File: src/rtl/i2c_burst_seq_pkg.sv
// Shared definitions for the I2C burst sequencer: FSM state encoding,
// error codes and the slave address width.
package i2c_pkg;

    localparam int ADDR_W = 7;

    typedef enum logic [2:0] {
        ST_IDLE      = 3'd0,
        ST_PTR       = 3'd1,
        ST_RD        = 3'd2,
        ST_DRAIN     = 3'd3,
        ST_WAIT_IDLE = 3'd4,
        ST_DONE      = 3'd5
    } seq_state_t;

    localparam logic [1:0] ERR_NONE    = 2'b00;
    localparam logic [1:0] ERR_NACK    = 2'b01;
    localparam logic [1:0] ERR_TIMEOUT = 2'b10;

endpackage

File: src/rtl/i2c_burst_seq_if.sv
// Command/status handshake between the burst sequencer and the i2c_master engine.
interface i2c_burst_seq_if;
    import i2c_pkg::*;

    logic              m_ena;
    logic              m_rw;
    logic [ADDR_W-1:0] m_addr;
    logic [7:0]        m_data_wr;
    logic              m_busy;
    logic              m_ack_error;
    logic [7:0]        m_data_rd;

    modport master (
        output m_ena, m_rw, m_addr, m_data_wr,
        input  m_busy, m_ack_error, m_data_rd
    );

    modport slave (
        input  m_ena, m_rw, m_addr, m_data_wr,
        output m_busy, m_ack_error, m_data_rd
    );

endinterface

File: src/rtl/i2c_burst_seq_buf.sv
// Capture buffer: MAX_BYTES x 8, one write port, registered read port that
// returns the old contents when read and write hit the same index.
module i2c_seq_buf
    import i2c_pkg::*;
#(
    parameter int MAX_BYTES = 16
) (
    input  logic                         clk,
    input  logic                         reset,
    input  logic                         we,
    input  logic [$clog2(MAX_BYTES)-1:0] waddr,
    input  logic [7:0]                   wdata,
    input  logic [$clog2(MAX_BYTES)-1:0] raddr,
    output logic [7:0]                   rdata
);

    logic [7:0] mem_r [MAX_BYTES];
    logic [7:0] rdata_r;

    // storage write, contents deliberately left unreset
    always_ff @(posedge clk) begin
        if (we) begin
            mem_r[waddr] <= wdata;
        end
    end

    // registered read port
    always_ff @(posedge clk) begin
        if (reset) begin
            rdata_r <= 8'h00;
        end else begin
            rdata_r <= mem_r[raddr];
        end
    end

    assign rdata = rdata_r;

endmodule

File: src/rtl/i2c_burst_seq.sv
// Register-pointer write + repeated-start burst read sequencer for i2c_master.
// Optional watchdog abort is enabled by defining I2C_BURST_SEQ_TIMEOUT_EN.
module i2c_burst_seq
    import i2c_pkg::*;
#(
    parameter int MAX_BYTES      = 16,
    parameter int TIMEOUT_CYCLES = 2000000
) (
    input  logic                         clk,
    input  logic                         reset,
    input  logic                         start,
    input  logic [ADDR_W-1:0]            dev_addr,
    input  logic [7:0]                   reg_ptr,
    input  logic [$clog2(MAX_BYTES):0]   rd_len,
    output logic                         seq_busy,
    output logic                         done,
    output logic                         err,
    output logic [1:0]                   err_code,
    output logic [$clog2(MAX_BYTES):0]   rd_count,
    input  logic [$clog2(MAX_BYTES)-1:0] buf_idx,
    output logic [7:0]                   buf_data,
    i2c_burst_seq_if.master              eng
);

    localparam int             CW      = $clog2(MAX_BYTES) + 1;
    localparam int             IW      = $clog2(MAX_BYTES);
    localparam logic [CW-1:0]  LEN_MAX = CW'(MAX_BYTES);
    localparam logic [CW-1:0]  CNT_ONE = CW'(1);

    seq_state_t        state_r, state_n;
    logic              m_ena_r, m_ena_n, m_rw_r, m_rw_n;
    logic [ADDR_W-1:0] m_addr_r, m_addr_n;
    logic [7:0]        m_data_wr_r, m_data_wr_n;
    logic              seq_busy_r, seq_busy_n, done_r, done_n, err_r, err_n;
    logic [1:0]        err_code_r, err_code_n;
    logic [CW-1:0]     rd_count_r, rd_count_n, issued_r, issued_n, len_r, len_n;
    logic              ptr_seen_r, ptr_seen_n;
    logic              busy_q_r, b_rise_s, b_fall_s, buf_we_s, wd_expire_s;

    assign b_rise_s = eng.m_busy & ~busy_q_r;
    assign b_fall_s = ~eng.m_busy & busy_q_r;

`ifdef I2C_BURST_SEQ_TIMEOUT_EN
    localparam int WW = $clog2(TIMEOUT_CYCLES + 1);
    logic [WW-1:0] wd_r;

    assign wd_expire_s = (state_r != ST_IDLE) && (state_r != ST_DONE) &&
                         (wd_r == WW'(TIMEOUT_CYCLES - 1));

    // watchdog: reloads on engine activity and on its own expiry
    always_ff @(posedge clk) begin
        if (reset) begin
            wd_r <= {WW{1'b0}};
        end else if ((state_r == ST_IDLE) || b_rise_s || b_fall_s || wd_expire_s) begin
            wd_r <= {WW{1'b0}};
        end else begin
            wd_r <= wd_r + WW'(1);
        end
    end
`else
    assign wd_expire_s = 1'b0;
`endif

    // state and registered outputs
    always_ff @(posedge clk) begin
        if (reset) begin
            state_r     <= ST_IDLE;
            m_ena_r     <= 1'b0;
            m_rw_r      <= 1'b0;
            m_addr_r    <= {ADDR_W{1'b0}};
            m_data_wr_r <= 8'h00;
            seq_busy_r  <= 1'b0;
            done_r      <= 1'b0;
            err_r       <= 1'b0;
            err_code_r  <= ERR_NONE;
            rd_count_r  <= {CW{1'b0}};
            issued_r    <= {CW{1'b0}};
            len_r       <= {CW{1'b0}};
            ptr_seen_r  <= 1'b0;
            busy_q_r    <= 1'b0;
        end else begin
            state_r     <= state_n;
            m_ena_r     <= m_ena_n;
            m_rw_r      <= m_rw_n;
            m_addr_r    <= m_addr_n;
            m_data_wr_r <= m_data_wr_n;
            seq_busy_r  <= seq_busy_n;
            done_r      <= done_n;
            err_r       <= err_n;
            err_code_r  <= err_code_n;
            rd_count_r  <= rd_count_n;
            issued_r    <= issued_n;
            len_r       <= len_n;
            ptr_seen_r  <= ptr_seen_n;
            busy_q_r    <= eng.m_busy;
        end
    end

    // next-state and output decode
    always_comb begin
        state_n     = state_r;
        m_ena_n     = m_ena_r;
        m_rw_n      = m_rw_r;
        m_addr_n    = m_addr_r;
        m_data_wr_n = m_data_wr_r;
        seq_busy_n  = seq_busy_r;
        done_n      = 1'b0;
        err_n       = err_r;
        err_code_n  = err_code_r;
        rd_count_n  = rd_count_r;
        issued_n    = issued_r;
        len_n       = len_r;
        ptr_seen_n  = ptr_seen_r;
        buf_we_s    = 1'b0;

        case (state_r)
            ST_IDLE: begin
                if (start) begin
                    len_n       = (rd_len > LEN_MAX) ? LEN_MAX : rd_len;
                    m_addr_n    = dev_addr;
                    m_data_wr_n = reg_ptr;
                    m_rw_n      = 1'b0;
                    m_ena_n     = 1'b1;
                    seq_busy_n  = 1'b1;
                    err_n       = 1'b0;
                    err_code_n  = ERR_NONE;
                    rd_count_n  = {CW{1'b0}};
                    issued_n    = {CW{1'b0}};
                    ptr_seen_n  = 1'b0;
                    state_n     = ST_PTR;
                end else begin
                    m_ena_n = 1'b0;
                end
            end
            ST_PTR: begin
                if (b_rise_s) begin
                    if (len_r == {CW{1'b0}}) begin
                        m_ena_n = 1'b0;
                        state_n = ST_DRAIN;
                    end else begin
                        // pointer byte latched; the first read is now committed
                        m_rw_n   = 1'b1;
                        issued_n = CNT_ONE;
                        state_n  = ST_RD;
                    end
                end else begin
                    state_n = ST_PTR;
                end
            end
            ST_RD: begin
                if (b_rise_s) begin
                    issued_n = issued_r + CNT_ONE;
                    m_ena_n  = (issued_r == len_r) ? 1'b0 : m_ena_r;
                end else if (b_fall_s) begin
                    if (eng.m_ack_error) begin
                        err_n      = 1'b1;
                        err_code_n = ERR_NACK;
                        m_ena_n    = 1'b0;
                        state_n    = ST_WAIT_IDLE;
                    end else if (!ptr_seen_r) begin
                        ptr_seen_n = 1'b1;
                    end else begin
                        buf_we_s   = 1'b1;
                        rd_count_n = rd_count_r + CNT_ONE;
                        state_n    = (rd_count_n == len_r) ? ST_DONE : ST_RD;
                    end
                end else begin
                    state_n = ST_RD;
                end
            end
            ST_DRAIN: begin
                if (b_fall_s) begin
                    if (eng.m_ack_error) begin
                        err_n      = 1'b1;
                        err_code_n = ERR_NACK;
                        state_n    = ST_WAIT_IDLE;
                    end else begin
                        state_n = ST_DONE;
                    end
                end else begin
                    state_n = ST_DRAIN;
                end
            end
            ST_WAIT_IDLE: begin
                state_n = eng.m_busy ? ST_WAIT_IDLE : ST_DONE;
            end
            ST_DONE: begin
                done_n     = 1'b1;
                seq_busy_n = 1'b0;
                m_ena_n    = 1'b0;
                state_n    = ST_IDLE;
            end
            default: begin
                m_ena_n = 1'b0;
                state_n = ST_IDLE;
            end
        endcase

        // watchdog expiry overrides normal progress; a second expiry frees WAIT_IDLE
        if (wd_expire_s) begin
            buf_we_s = 1'b0;
            if (state_r == ST_WAIT_IDLE) begin
                state_n = ST_DONE;
            end else begin
                err_n      = 1'b1;
                err_code_n = ERR_TIMEOUT;
                m_ena_n    = 1'b0;
                state_n    = ST_WAIT_IDLE;
            end
        end else begin
            err_code_n = err_code_n;
        end
    end

    i2c_seq_buf #(
        .MAX_BYTES (MAX_BYTES)
    ) u_buf (
        .clk   (clk),
        .reset (reset),
        .we    (buf_we_s),
        .waddr (rd_count_r[IW-1:0]),
        .wdata (eng.m_data_rd),
        .raddr (buf_idx),
        .rdata (buf_data)
    );

    assign eng.m_ena     = m_ena_r;
    assign eng.m_rw      = m_rw_r;
    assign eng.m_addr    = m_addr_r;
    assign eng.m_data_wr = m_data_wr_r;
    assign seq_busy      = seq_busy_r;
    assign done          = done_r;
    assign err           = err_r;
    assign err_code      = err_code_r;
    assign rd_count      = rd_count_r;

endmodule

File: src/flat_wrapper.sv
// flat-port wrapper written by rule: the top's interface ports become plain ports
module i2c_burst_seq_flat import i2c_pkg::*;
#(
    parameter int MAX_BYTES      = 16,
    parameter int TIMEOUT_CYCLES = 2000000
)
  (clk, reset, start, dev_addr, reg_ptr, rd_len, seq_busy, done, err, err_code, rd_count, buf_idx, buf_data, eng_m_ena, eng_m_rw, eng_m_addr, eng_m_data_wr, eng_m_busy, eng_m_ack_error, eng_m_data_rd);
  i2c_burst_seq_if eng_i ();
  input  logic clk;
  input  logic reset;
  input  logic start;
  input  logic [ADDR_W-1:0] dev_addr;
  input  logic [7:0] reg_ptr;
  input  logic [$clog2(MAX_BYTES):0] rd_len;
  output logic seq_busy;
  output logic done;
  output logic err;
  output logic [1:0] err_code;
  output logic [$clog2(MAX_BYTES):0] rd_count;
  input  logic [$clog2(MAX_BYTES)-1:0] buf_idx;
  output logic [7:0] buf_data;
  output wire logic [$bits(eng_i.m_ena)-1:0] eng_m_ena;
  output wire logic [$bits(eng_i.m_rw)-1:0] eng_m_rw;
  output wire logic [$bits(eng_i.m_addr)-1:0] eng_m_addr;
  output wire logic [$bits(eng_i.m_data_wr)-1:0] eng_m_data_wr;
  input wire logic [$bits(eng_i.m_busy)-1:0] eng_m_busy;
  input wire logic [$bits(eng_i.m_ack_error)-1:0] eng_m_ack_error;
  input wire logic [$bits(eng_i.m_data_rd)-1:0] eng_m_data_rd;
  assign eng_m_ena = eng_i.m_ena;
  assign eng_m_rw = eng_i.m_rw;
  assign eng_m_addr = eng_i.m_addr;
  assign eng_m_data_wr = eng_i.m_data_wr;
  assign eng_i.m_busy = eng_m_busy;
  assign eng_i.m_ack_error = eng_m_ack_error;
  assign eng_i.m_data_rd = eng_m_data_rd;
  i2c_burst_seq #(.MAX_BYTES(MAX_BYTES), .TIMEOUT_CYCLES(TIMEOUT_CYCLES)) u_core (.clk(clk), .reset(reset), .start(start), .dev_addr(dev_addr), .reg_ptr(reg_ptr), .rd_len(rd_len), .seq_busy(seq_busy), .done(done), .err(err), .err_code(err_code), .rd_count(rd_count), .buf_idx(buf_idx), .buf_data(buf_data), .eng(eng_i));
endmodule
File: config.mk
export PLATFORM = sky130hd
export DESIGN_NAME = i2c_burst_seq_flat
export DESIGN_NICKNAME = d
export VERILOG_FILES = /design/src/rtl/i2c_burst_seq_pkg.sv /design/src/rtl/i2c_burst_seq_if.sv /design/src/rtl/i2c_burst_seq_buf.sv /design/src/rtl/i2c_burst_seq.sv /design/src/flat_wrapper.sv
export SDC_FILE = /design/constraint.sdc
export NUM_CORES = 1
export LEC_CHECK = 0
export BUFFER_PORTS_ARGS = -buffer_cell sky130_fd_sc_hd__buf_2
export CORE_ASPECT_RATIO = 1.2
export CORE_MARGIN = 2
export CORE_UTILIZATION = 55
export DETAILED_ROUTE_END_ITERATION = 12
export GPL_ROUTABILITY_DRIVEN = 0
export PLACE_DENSITY = 0.8
export SLEW_MARGIN = 25
export SYNTH_ARGS = -nofsm -noshare
export SYNTH_HDL_FRONTEND = slang
export SYNTH_HIERARCHICAL = 1
export SYNTH_SLANG_ARGS = --single-unit
File: constraint.sdc
create_clock -name clk -period 4.6 [get_ports clk]
set_clock_uncertainty 0.15 [all_clocks]
set_input_delay 1.38 -clock clk [delete_from_list [all_inputs] [get_ports clk]]
set_output_delay 1.38 -clock clk [all_outputs]
set_load 0.02 [all_outputs]
==> results.json <==
{
  "post_cts_resized": 0,
  "synth-async-reset-ratio_pct": 0,
  "setup_viol": 0,
  "clock_path_buffers": 2,
  "synthFlopType": "edfxtp_1",
  "diodes": 0,
  "ys_types": 68,
  "cts_root_buf": "clkbuf_16",
  "yosysTopAreaCell": "edfxtp_1",
  "postSynthAreaPerCell_um2": 14.63,
  "crit_fanout": 10,
  "postCtsHoldBufs": 0,
  "drive_gt1_share_pct": 25.64,
  "powerDensity_mw_per_mm2": 415.9,
  "hold_slack_ns": 0.3029,
  "htreeDepth": 4,
  "critPathLaunchType": "input pin",
  "clock_latency_ns": 0.42,
  "rrSetupSlack_ns": 1.52,
  "drv_cap": 0,
  "grt_overflow": 0,
  "relSlewSlack_pct": 42.77,
  "slew_viol_final": 0,
  "cts_tree": "built",
  "die_area_mm2": 0.01436,
  "rows": 46,
  "grt_pass1_wl_um": 24590,
  "area_delta_synth_final_pct": 14.37,
  "pwr-share-seq_pct": 50.2,
  "yosysWarningCount": 6,
  "cts_setup_buffers": 0,
  "cp-end-kind": "flip-flop",
  "synth_edf_count": 128,
  "avgViaCountPerCell": 6.025,
  "ir_worst_vdd_mv": 0.3237,
  "hold_viol": 0,
  "place_hpwl_um": 10490,
  "crit_arrival_ns": 3.50,
  "hold_path.class": "reg2reg",
  "ant_nets": 0,
  "path_clk_slew_ns": 0.06,
  "fmax_ghz": 0.2779,
  "syn_nets": 545,
  "synth_most_common_cell": "edfxtp_1",
  "path_class": "in2reg",
  "drt_iter0_markers": 348,
  "synth.top_cells.by_count": "128 x edfxtp_1, 49 x dfxtp_1, 43 x nand2_1",
  "via_count": 4537,
  "grt_pass1_vias": 4612,
  "required_ns": 4.50,
  "antenna_found_initial": 0,
  "firstDrtPassIters": 5,
  "io_pins": 72,
  "final_net_count": 614,
  "synth_cells": 504,
  "p_switching_uw": 763.4,
  "worstMarginPinSlew_ns": 0.8584,
  "drt-total-wl_um": 15480,
  "initial_core_util_pct": 55.96,
  "grtUsageTotal_pct": 23.74,
  "leakage_nw": 2.970,
  "die_x_um": 109.7,
  "die_h_um": 130.9,
  "numClockSinks": 177,
  "swShare_pct": 21.76,
  "drc": 0,
  "p_comb_share_pct": 7.7,
  "numCtsBuffers": 17,
  "min_period_over_period_pct": 78.23,
  "synth_area_mm2": 0.007376,
  "internal_power_mw": 2.745,
  "ys_seq_elements": 177,
  "core-area_mm2": 0.01318,
  "grt_max_degree": 40,
  "synth_top_area_share_pct": 52.11,
  "synth_area_leaders": "edfxtp_1 52%, dfxtp_1 13%, mux4_2 8.5%, mux2i_1 2.6%, nand2_1 2.2%",
  "port_buffers": 70,
  "wl_per_cell_um": 20.56,
  "ys_seq_area_share_pct": 65.41,
  "rsz0062_at_grt": "no",
  "status": "finished, final reports clean",
  "setup_tns_ns": 0,
  "period_needed_ns": 3.599,
  "power.share.clock_pct": 42.1
}
==> cells in the final DEF, fill, tap and decap left out, types with 4 or more instances in the layout <==
| cell type | n |
|---|---|
| clkinv_4 | 4 |
| a22o_1 | 4 |
| nor3_1 | 7 |
| nand3b_1 | 11 |
| clkbuf_16 | 17 |
| nand2b_1 | 9 |
| mux4_2 | 28 |
| mux2i_1 | 19 |
| o22ai_1 | 5 |
| nand2_1 | 43 |
| a21oi_1 | 28 |
| buf_4 | 8 |
| a221o_1 | 5 |
| nor2_1 | 37 |
| dfxtp_1 | 49 |
| edfxtp_1 | 128 |
| nand3_1 | 11 |
| buf_2 | 70 |
| a22oi_1 | 4 |
| xor2_1 | 6 |
| o21ai_0 | 7 |
| ha_1 | 4 |
| a211oi_1 | 5 |
| bufinv_16 | 4 |
| xnor2_1 | 8 |
| inv_1 | 8 |
==> cells by family after synthesis <==
kind of cell / Yosys count / share of synthesized area [%]
fa+ha+maj: 4 / 0.6786
other cells: 1 / 0.05084
mux: 48 / 11.48
flops: 177 / 65.41
buf+inv: 36 / 2.799
compound gates: 82 / 7.786
xor+xnor: 14 / 1.662
simple gates: 142 / 10.13
==> state kept, by name (all words and copies together), names as in the netlist, 3 cells and up <==
register,flops
u_core/u_buf/mem_r,128
u_core/rd_count,5
u_core/state_r,3
u_core/eng.m_addr,7
u_core/issued_r,5
u_core/eng.m_data_wr,8
u_core/u_buf/rdata,8
u_core/len_r,5
==> per-layer routing <==
layer  vias up  part of all wire (%)  global-route usage, %
li1       2076                     -                      -
met1      2212                    36                  26.91
met2       224                    52                  40.78
met3        25                   8.4                  7.639
met4         0                   3.2                  10.95
met5         -                     0                      0
==> through the flow <==
stage / util [%] / cells / power (mW) / area [µm²] / setup slack [ns]
6_report: 64.00 / 753 / 3.509 / 8436 / 1.001
5_1_grt: 64.00 / 753 / 3.627 / 8436 / 0.9014
4_1_cts: 64.00 / 753 / 3.532 / 8436 / 1.042
3_5_place_dp: 59.33 / 722 / 2.064 / 7820 / 0.5915
3_3_place_gp: 59.33 / 722 / 2.057 / 7820 / 0.7125
2_1_floorplan: - / 504 / 1.979 / 7376 / 0.8300
==> worst max-delay path, stage by stage <==
cell      delay [ns]
buf_2           0.11
ha_1            0.29
nand3b_1        0.33
nor2_1          0.22
or3b_2          0.54
nor2_1          0.62
==> layout make-up <==
class / count / area, µm²
sequential: 177 / 4825
multi-input combinational: 291 / 2345
inverter: 8 / 30.03
fill: 923 / 4745
clock inverter: 14 / 190.2
clock buffer: 17 / 425.4
timing repair buffer: 78 / 410.4
tap: 168 / 210.2
==> power groups by stage <==
| stage | Combinational (mW) | Clock, mW | Sequential (mW) |
|---|---|---|---|
| floorplan | 0.172 | 0 | 1.81 |
| global placement | 0.264 | 0 | 1.79 |
| detailed placement | 0.270 | 0 | 1.79 |
| CTS | 0.272 | 1.50 | 1.76 |
| global route | 0.298 | 1.56 | 1.76 |
| finish | 0.272 | 1.48 | 1.76 |
==> path summary, 6_finish.rpt <==
| check | from | to | cells past startpoint |
|---|---|---|---|
| setup reg to reg | u_core/state_r[2]$_SDFFE_PP0P_ | u_core/u_buf/mem_r[3][3]$_DFFE_PP_ | 4 |
| hold reg to reg | u_core/eng.m_data_wr[1]$_SDFFE_PP0P_ | u_core/eng.m_data_wr[1]$_SDFFE_PP0P_ | 2 |
| setup / recovery | eng_m_busy | u_core/u_buf/mem_r[3][3]$_DFFE_PP_ | 6 |
| hold / removal | u_core/eng.m_data_wr[1]$_SDFFE_PP0P_ | u_core/eng.m_data_wr[1]$_SDFFE_PP0P_ | 2 |
Power figures use the tool's default switching activity.
